$ cat config.mk
export PLATFORM = sky130hd
export DESIGN_NAME = rader7_idft
export DESIGN_NICKNAME = d
export VERILOG_FILES = /design/src/rtl/rader7_pkg.sv /design/src/rtl/rader7_cmul_fir.sv /design/src/rtl/rader7_idft.sv
export SDC_FILE = /design/constraint.sdc
export NUM_CORES = 2
export LEC_CHECK = 0
export ABC_AREA = 1
export CORE_MARGIN = 2
export CORE_UTILIZATION = 59
export CTS_CLUSTER_DIAMETER = 80
export DETAILED_ROUTE_END_ITERATION = 10
export PLACE_DENSITY = 0.78
export SETUP_SLACK_MARGIN = 0.5
export SLEW_MARGIN = 40
export SYNTH_ARGS = -nofsm -noshare
export SYNTH_HDL_FRONTEND = slang
export SYNTH_HIERARCHICAL = 1
export SYNTH_SLANG_ARGS = --single-unit
$ cat constraint.sdc
create_clock -name clk -period 8 [get_ports clk]
set_input_delay 0.8 -clock clk [delete_from_list [all_inputs] [get_ports clk]]
set_output_delay 0.8 -clock clk [all_outputs]
set_load 0.005 [all_outputs]
$ cat src/rtl/rader7_pkg.sv
// Shared widths, twiddle constants, Rader orderings and FSM states for the
// 7-point inverse DFT (generator 3).
package rader7_pkg;
    localparam int IN_W    = 11;
    localparam int OUT_W   = 15;
    localparam int ACC_W   = 23;
    localparam int LATENCY = 7;

    // 256-scaled cos/sin for nk mod 7 = 1,2,3; 4,5,6 mirror with sin negated
    localparam int COS_C [3] = '{160, -57, -231};
    localparam int SIN_C [3] = '{200, 250, 111};

    // Element 0 first: output order 1,3,2,6,4,5 and feed order 5,4,6,2,3,1
    localparam logic [5:0][2:0] RIDX = {3'd5, 3'd4, 3'd6, 3'd2, 3'd3, 3'd1};
    localparam logic [5:0][2:0] FEED = {3'd1, 3'd3, 3'd2, 3'd6, 3'd4, 3'd5};

    typedef enum logic [1:0] {IDLE, LOAD, RUN, DRAIN} state_e;
endpackage

$ cat src/rtl/rader7_cmul_fir.sv
// 6-tap transposed FIR over one real input path, giving cos- and sin-weighted
// sums from a single shift-add factor block shared by every tap.
module rader7_cmul_fir
    import rader7_pkg::*;
#(
    parameter int COEF_W = 9
) (
    input  logic                    clk_i,
    input  logic signed [IN_W-1:0]  x_i,
    output logic signed [ACC_W-1:0] yc_o,
    output logic signed [ACC_W-1:0] ys_o
);
    // Constant product as a sum of shifted copies; c is always a constant here
    function automatic logic signed [ACC_W-1:0] cmul(input logic signed [IN_W-1:0]   a,
                                                     input logic signed [COEF_W-1:0] c);
        logic signed [ACC_W-1:0] ax;
        logic signed [ACC_W-1:0] r;
        logic        [COEF_W-1:0] mag;
        ax  = ACC_W'(a);
        mag = c[COEF_W-1] ? COEF_W'(-c) : COEF_W'(c);
        r   = '0;
        for (int i = 0; i < COEF_W; i++)
            if (mag[i]) r = r + (ax <<< i);
        return c[COEF_W-1] ? -r : r;
    endfunction

    logic signed [ACC_W-1:0] pc [3];
    logic signed [ACC_W-1:0] ps [3];
    logic signed [ACC_W-1:0] hc [6];
    logic signed [ACC_W-1:0] hs [6];
    logic signed [ACC_W-1:0] zc_q [5];
    logic signed [ACC_W-1:0] zs_q [5];
    logic signed [ACC_W-1:0] yc_q;
    logic signed [ACC_W-1:0] ys_q;

    for (genvar b = 0; b < 3; b++) begin : g_fac
        localparam logic signed [COEF_W-1:0] CC = COEF_W'(COS_C[b]);
        localparam logic signed [COEF_W-1:0] SC = COEF_W'(SIN_C[b]);
        assign pc[b] = cmul(x_i, CC);
        assign ps[b] = cmul(x_i, SC);
    end

    // Tap i carries twiddle W^RIDX[i]; exponents above 3 mirror onto 7-m
    for (genvar i = 0; i < 6; i++) begin : g_tap
        localparam int M = int'(RIDX[i]);
        localparam int B = (M <= 3) ? M - 1 : 6 - M;
        assign hc[i] = pc[B];
        assign hs[i] = (M <= 3) ? ps[B] : -ps[B];
    end

    always_ff @(posedge clk_i) begin
        for (int i = 0; i < 4; i++) begin
            zc_q[i] <= hc[i+1] + zc_q[i+1];
            zs_q[i] <= hs[i+1] + zs_q[i+1];
        end
        zc_q[4] <= hc[5];
        zs_q[4] <= hs[5];
        yc_q    <= hc[0] + zc_q[0];
        ys_q    <= hs[0] + zs_q[0];
    end

    assign yc_o = yc_q;
    assign ys_o = ys_q;
endmodule

$ cat src/rtl/rader7_idft.sv
// 7-point unnormalised inverse DFT: buffers a frame, streams it through two
// Rader FIRs (re/im inputs) and emits x[n] in order 1,3,2,6,4,5,0.
module rader7_idft
    import rader7_pkg::*;
#(
    parameter int COEF_W = 9
) (
    input  logic                    clk,
    input  logic                    reset,
    input  logic                    in_valid,
    output logic                    in_ready,
    input  logic signed [IN_W-1:0]  in_re,
    input  logic signed [IN_W-1:0]  in_im,
    output logic                    out_valid,
    output logic [2:0]              out_idx,
    output logic signed [OUT_W-1:0] out_re,
    output logic signed [OUT_W-1:0] out_im
);
    state_e                  state_q;
    logic [2:0]              cnt_q;
    logic [3:0]              cyc_q;
    logic                    in_ready_q, out_valid_q;
    logic [2:0]              out_idx_q;
    logic signed [OUT_W-1:0] out_re_q, out_im_q;
    logic signed [IN_W-1:0]  smp_re_q [7];
    logic signed [IN_W-1:0]  smp_im_q [7];

    logic                    xfer;
    logic [2:0]              ph;
    logic signed [ACC_W-1:0] yc_re, ys_re, yc_im, ys_im, acc_re, acc_im;
    logic signed [OUT_W-1:0] sum_re, sum_im, re_d, im_d;
    logic [2:0]              idx_d;

    assign xfer = in_valid && in_ready_q;

    // Phase within the 6-cycle Rader cycle; feed index while cyc 0..11
    always_comb begin
        ph = 3'd0;
        if (cyc_q < 4'd6)       ph = cyc_q[2:0];
        else if (cyc_q < 4'd12) ph = 3'(cyc_q - 4'd6);
    end

    rader7_cmul_fir #(.COEF_W(COEF_W)) u_fir_re (
        .clk_i(clk), .x_i(smp_re_q[FEED[ph]]), .yc_o(yc_re), .ys_o(ys_re)
    );
    rader7_cmul_fir #(.COEF_W(COEF_W)) u_fir_im (
        .clk_i(clk), .x_i(smp_im_q[FEED[ph]]), .yc_o(yc_im), .ys_o(ys_im)
    );

    always_comb begin
        acc_re = yc_re - ys_im;
        acc_im = ys_re + yc_im;
        sum_re = '0;
        sum_im = '0;
        for (int k = 0; k < 7; k++) begin
            sum_re = sum_re + OUT_W'(smp_re_q[k]);
            sum_im = sum_im + OUT_W'(smp_im_q[k]);
        end
        if (cyc_q == 4'd12) begin
            idx_d = 3'd0;
            re_d  = sum_re;
            im_d  = sum_im;
        end else begin
            idx_d = RIDX[ph];
            re_d  = OUT_W'(acc_re >>> 8) + OUT_W'(smp_re_q[0]);
            im_d  = OUT_W'(acc_im >>> 8) + OUT_W'(smp_im_q[0]);
        end
    end

    // Buffer holds a frame by arrival order; only written while accepting
    always_ff @(posedge clk) begin
        if (xfer) begin
            smp_re_q[cnt_q] <= in_re;
            smp_im_q[cnt_q] <= in_im;
        end
    end

    always_ff @(posedge clk) begin
        if (!reset) begin
            state_q     <= IDLE;
            cnt_q       <= '0;
            cyc_q       <= '0;
            in_ready_q  <= 1'b0;
            out_valid_q <= 1'b0;
            out_idx_q   <= '0;
            out_re_q    <= '0;
            out_im_q    <= '0;
        end else begin
            out_valid_q <= 1'b0;
            unique case (state_q)
                IDLE, LOAD: begin
                    in_ready_q <= 1'b1;
                    if (xfer) begin
                        if (cnt_q == 3'd6) begin
                            state_q    <= RUN;
                            cnt_q      <= '0;
                            cyc_q      <= '0;
                            in_ready_q <= 1'b0;
                        end else begin
                            state_q <= LOAD;
                            cnt_q   <= cnt_q + 3'd1;
                        end
                    end
                end
                RUN, DRAIN: begin
                    cyc_q <= cyc_q + 4'd1;
                    if (cyc_q == 4'd10) state_q <= DRAIN;
                    // cyc 6..11 carry FIR results, 12 the exact DC sum
                    if (cyc_q >= 4'd6 && cyc_q <= 4'd12) begin
                        out_valid_q <= 1'b1;
                        out_idx_q   <= idx_d;
                        out_re_q    <= re_d;
                        out_im_q    <= im_d;
                    end
                    if (cyc_q == 4'd13) begin
                        state_q    <= IDLE;
                        cyc_q      <= '0;
                        in_ready_q <= 1'b1;
                    end
                end
                default: state_q <= IDLE;
            endcase
        end
    end

    assign in_ready  = in_ready_q;
    assign out_valid = out_valid_q;
    assign out_idx   = out_idx_q;
    assign out_re    = out_re_q;
    assign out_im    = out_im_q;
endmodule

Yosys cells after proc, flatten, opt, wreduce, memory -nomap -nowiden
Memories as Yosys holds them, arrays and structs flattened. Cells that the tools add are included. Widths: inputs -> output; s select.

Register bits: 136. RAM bits: 614. ROM bits: 48. Output and inout port bits: 35. Logic and storage cells: 157. Memories kept: 8.

$add $sub $neg: 87. Order comparisons: 5. Eq/ne operators: 11. Muxes and demuxes: 24. Reduce and logical (&&, ||, !) cells: 10.

Memory list: u_fir_im.zc_q (depth 5, bits a word 23, read ports 5, clocked after Yosys merged registers in 0, wr ports 5, line rader7_cmul_fir.sv:31) `logic signed [ACC_W-1:0] zc_q [5];`; u_fir_im.zs_q (depth 5, bits a word 23, read ports 5, clocked after Yosys merged registers in 0, wr ports 5, line rader7_cmul_fir.sv:32) `logic signed [ACC_W-1:0] zs_q [5];`; u_fir_re.zc_q (depth 5, bits a word 23, read ports 5, clocked after Yosys merged registers in 0, wr ports 5, line rader7_cmul_fir.sv:31); u_fir_re.zs_q (depth 5, bits a word 23, read ports 5, clocked after Yosys merged registers in 0, wr ports 5, line rader7_cmul_fir.sv:32); smp_im_q (depth 7, bits a word 11, read ports 8, clocked after Yosys merged registers in 0, wr ports 1, line rader7_idft.sv:26) `logic signed [IN_W-1:0] smp_im_q [7];`; smp_re_q (depth 7, bits a word 11, read ports 8, clocked after Yosys merged registers in 0, wr ports 1, line rader7_idft.sv:25) `logic signed [IN_W-1:0] smp_re_q [7];`; 2 more memories.

Operators by type and width (count): $add 23x23->23 (21); $neg 23->23 (10); $add 23x16->23 (8); $add 23x17->23 (6); $add 23x18->23 (4); $add 15x11->15 (6); $add 15x15->16 (4); $add 23x14->23 (2); $add 16x18->19 (2); $add 18x18->19 (2); $add 14x17->18 (2); $add 11x14->15 (2); $add 12x14->15 (2); $add 14x11->15 (2); $mux 15 (2); $add 13x11->14 (2); $add 13x13->14 (2); $add 11x12->13 (2); $add 12x11->13 (2); $add 11x11->12 (2); $sub 23x23->23 (1); $mux 3 (6); $eq 4x4->1 const B (3); $mux 4 (3); other kinds (22) (39).

Logic depth before layout (Yosys ltp)
An unclocked memory read counts as a cell.

Depth after elaboration: 13. Depth in mapped cells: 58. Gate-level depth less buffers: 57.

Cells and area by module
Netlist, hierarchy kept.

Modules (own cells, without submodules): rader7_cmul_fir at u_fir_re (times used 1, cells each 3232, area an instance 23989.3 um^2, sequential area each 5445.2 um^2); rader7_cmul_fir at u_fir_im (times used 1, cells each 3195, area an instance 23922.9 um^2, sequential area each 5445.2 um^2); rader7_idft (times used 1, cells each 2117, area an instance 17279.1 um^2, sequential area each 6145.9 um^2).

Worst setup path after synthesis
No wires, ideal clock.

Kind: reg2reg. Start point: register cyc_q[1]. End point: memory u_fir_re.zc_q[0][22]. Setup time: 112 ps. Arrival: 8694 ps. Required time: 7888 ps. Path slack: -807 ps. Stages on the path, launching flop included: 49. Path buffers: 1. Clock period less this slack: 8807 ps. Cell sequence: dfxtp_1 inv_1 ha_1 o21ai_1 o21ai_2 inv_2 nand2_1 o21ai_4 buf_2 o21ai_0 o21ai_1 nand2_1 nand2_1 inv_1 fa_1 inv_1 ha_1 fa_1 [... 13 more ...] ha_1 nand2_1 o21ai_0 a21oi_1 nand2_1 a21oi_1 xnor2_1 ha_1 a21oi_1 o21ai_0 nand2_1 nand2_1 nor2_1 o21ai_0 nor2_1 inv_1 nand2_1 nand2_1.

RTL lines: start, declared (line rader7_idft.sv:21) `logic [3:0] cyc_q;`; start signal, assigned (line rader7_idft.sv:106) `cyc_q <= cyc_q + 4'd1;`; end, declared (line rader7_cmul_fir.sv:31).

==> run summary <==
status - finished, violations left
violated checks - setup timing
post-DP HPWL - 171000 um
Critical Path Sink Type - register
storage element area - 17000 um2
Core ar. - 109000 um2
share of layout cells above drive strength 1 - 19.3%
biggest cell delay along the critical path - 0.66 ns
Seq/Total Area, Yosys - 26.1%
fin. max-slew vios - 0
compound-cell area share of the yosys netlist - 12.6%
Wirelength per Cell - 20.8 um
gpl congestion - 0.998
dpl ws - -0.354 ns
Post-Layout Cell Count - 10800
RSZ-0062 raised after global routing - yes
Initial DRC Count - 6465
#FFs+latches synth - 763
fill count - 7870
Worst-Margin Slew - 0.980 ns
Residual DRC - 0
placed insts - 10500
post-synthesis net count - 9667
DR vias/cell - 5.79
Setup CP Type - reg2reg
Synth Warn # - 6
number of global-route vias before repair - 59500
Netlist cell types - 61
Initial DRT Pass Iterations - 6
Max stage delay cell, worst path - fa_1
worst min-delay path class - reg2reg
minimum clock period - 8.42 ns
largest net degree at the start of global routing - 60
period utilization - 105%
startpoint types - register
first-pass GRT wire length - 331000 um
Multi-input gate area - 49000 um2
total CTS buffers - 89
chip height - 336 um
Leak Pwr - 39.6 nW
htree depth - 3
crit path max fanout - 6
clock latency on the worst-skew pair - 0.72 ns
asr flop ratio synth - 0%
I/O pin count - 60
Critical Path AT - 9.05 ns
post-synthesis simple-gate area fraction - 21.0%
clock root cell - clkbuf_16
row count - 121
clk buf depth - 3
max_cap viols - 0
mux cell area share after synthesis - 0%
CTS tree - yes
final net count - 10400
Slew HR - 34.4%
Synth Flop Type - dfxtp_1
Post-Synth XOR/XNOR Area - 7.82%
Cell Area, Synth - 65200 um2
Worst Path Required - 8.62 ns
area grow syn2layout - 26.4%
Overall Global Routing Usage - 37.6%
Final Hold Viols - 0
vias - 62800
number of synthesized flops with an enable pin - 176
Post-Synth Adder-Cell Area - 24.6%
clk_skew - 0.0448 ns
total gr overflow - 0
Max Freq - 119 MHz
clock-pin slew on the worst setup and hold paths - 0.06 ns
CTS sink count - 763
Worst VDD drop - 0.295 mV
power density over the cells - 375 nW/um2
# port buffers - 59
Setup WS post-layout - -0.425 ns
commonest non-fill, non-tap cell in the layout - nand2_1
Starting Density - 59.7%
Hold-fix buffers, CTS - 0
die area - 113000 um2
cells after synthesis - 8544
initial antenna violation count - 11
Routed Antenna Nets - 0
Final setup violation count - 39
synthesized area per cell - 7.63 um2
TNS Setup - -7.74 ns
Chip Width - 336 um
largest family of logic cells by synthesized area - adder cells
commonest non-fill, non-tap cells in the layout - nand2_1, inv_1, ha_1, nor2_1, dfxtp_1
Post-Route WL - 226000 um
==> state kept, by name (all words and copies together), names as in the netlist, 88 cells and up <==
signal,count
smp_im_q,88
u_fir_re/zc_q,115
u_fir_re/zs_q,111
smp_re_q,88
u_fir_im/zc_q,115
u_fir_im/zs_q,111
==> area by class of cell <==
type | instances | area share (%)
antenna | 5 | 0.0152
tap | 1476 | 2.24
sequential | 763 | 20.7
clock inverter | 51 | 0.767
inverter | 1293 | 6.00
multi-input combinational | 6432 | 59.5
timing repair buffer | 707 | 7.76
clock buffer | 115 | 3.02
==> cells in the mapped netlist (169+ instances only) <==
cell      count  share of area, %
a21oi_1     681               5.2
dfxtp_1     587                18
edfxtp_1    176               8.1
fa_1        304               9.3
ha_1        794                15
inv_1      1282               7.4
nand2_1    1819                10
nand3_1     435               3.3
nor2_1      694               4.0
o21ai_0     406               3.1
xnor2_1     169               2.3
xor2_1      401               5.4
==> worst max-delay path: cells and delay by family, from the launching register on <==
kind | cells | cell delay (ns)
AOI/OAI and AO/OA | 12 | 1.73
xor gates and xnor gates | 4 | 0.68
adders and majority gates | 7 | 2.51
buffers and inverters | 13 | 1.58
DFF | 1 | 0.40
and+or+nand+nor | 14 | 1.42
==> routing by layer <==
layer,GRT usage [%],part of all wire [%]
met3,7.66,9.5
met1,51.2,41
met4,14.8,4.8
met2,58.7,44
met5,0,0.035
==> path summary, 6_finish.rpt <==
kind                          startpoint                            to  slack, ns  cells after the start
max                cyc_q[2]$_SDFFE_PN0P_  u_fir_im/zc_q[0][89]$_DFF_P_      -0.42                     50
min          u_fir_im/zc_q[0][4]$_DFF_P_      u_fir_im/yc_o[4]$_DFF_P_       0.32                      0
max reg2reg        cyc_q[2]$_SDFFE_PN0P_  u_fir_im/zc_q[0][89]$_DFF_P_      -0.42                     50
min reg2reg  u_fir_im/zc_q[0][4]$_DFF_P_      u_fir_im/yc_o[4]$_DFF_P_       0.32                      0
==> cells by family (layout without fill, tap and decap cells) <==
| group | count (synthesis) | count (layout) |
|---|---|---|
| adders and majority gates | 1098 | 1098 |
| buffers and inverters | 1349 | 2166 |
| xor gates and xnor gates | 575 | 575 |
| AOI/OAI and AO/OA | 1485 | 1485 |
| and+or+nand+nor | 3274 | 3274 |
| DFF | 763 | 763 |
| other | 0 | 5 |
==> power by group <==
part,switching (W),leakage [nW],internal (W),total [W]
logic,0.0125,31.5,0.00820,0.0207
registers,0.000691,6.53,0.00520,0.00589
clock network,0.00184,1.50,0.00250,0.00433
==> metrics by stage <==
step | area, um2 | utilization, % | hold WS [ns] | total power [W]
finish | 82400 | 75.5 | 0.324 | 0.0309
global route | 82400 | 75.5 | 0.330 | 0.0329
CTS | 78100 | 71.6 | 0.327 | 0.0286
detailed placement | 71900 | 65.9 | 0.312 | 0.0230
global placement | 71800 | 65.8 | 0.310 | 0.0229
floorplan | 66100 | - | 0.310 | 0.0175
==> timing repair <==
action	in CTS	in global routing
cloned	8	1
endpoints found under the setup margin	82	117
gates resized for setup	466	761
pin swaps	218	449
setup buffers	73	104
endpoints found under the hold margin	0	0
Note: power is estimated with default switching activity, not from simulation.
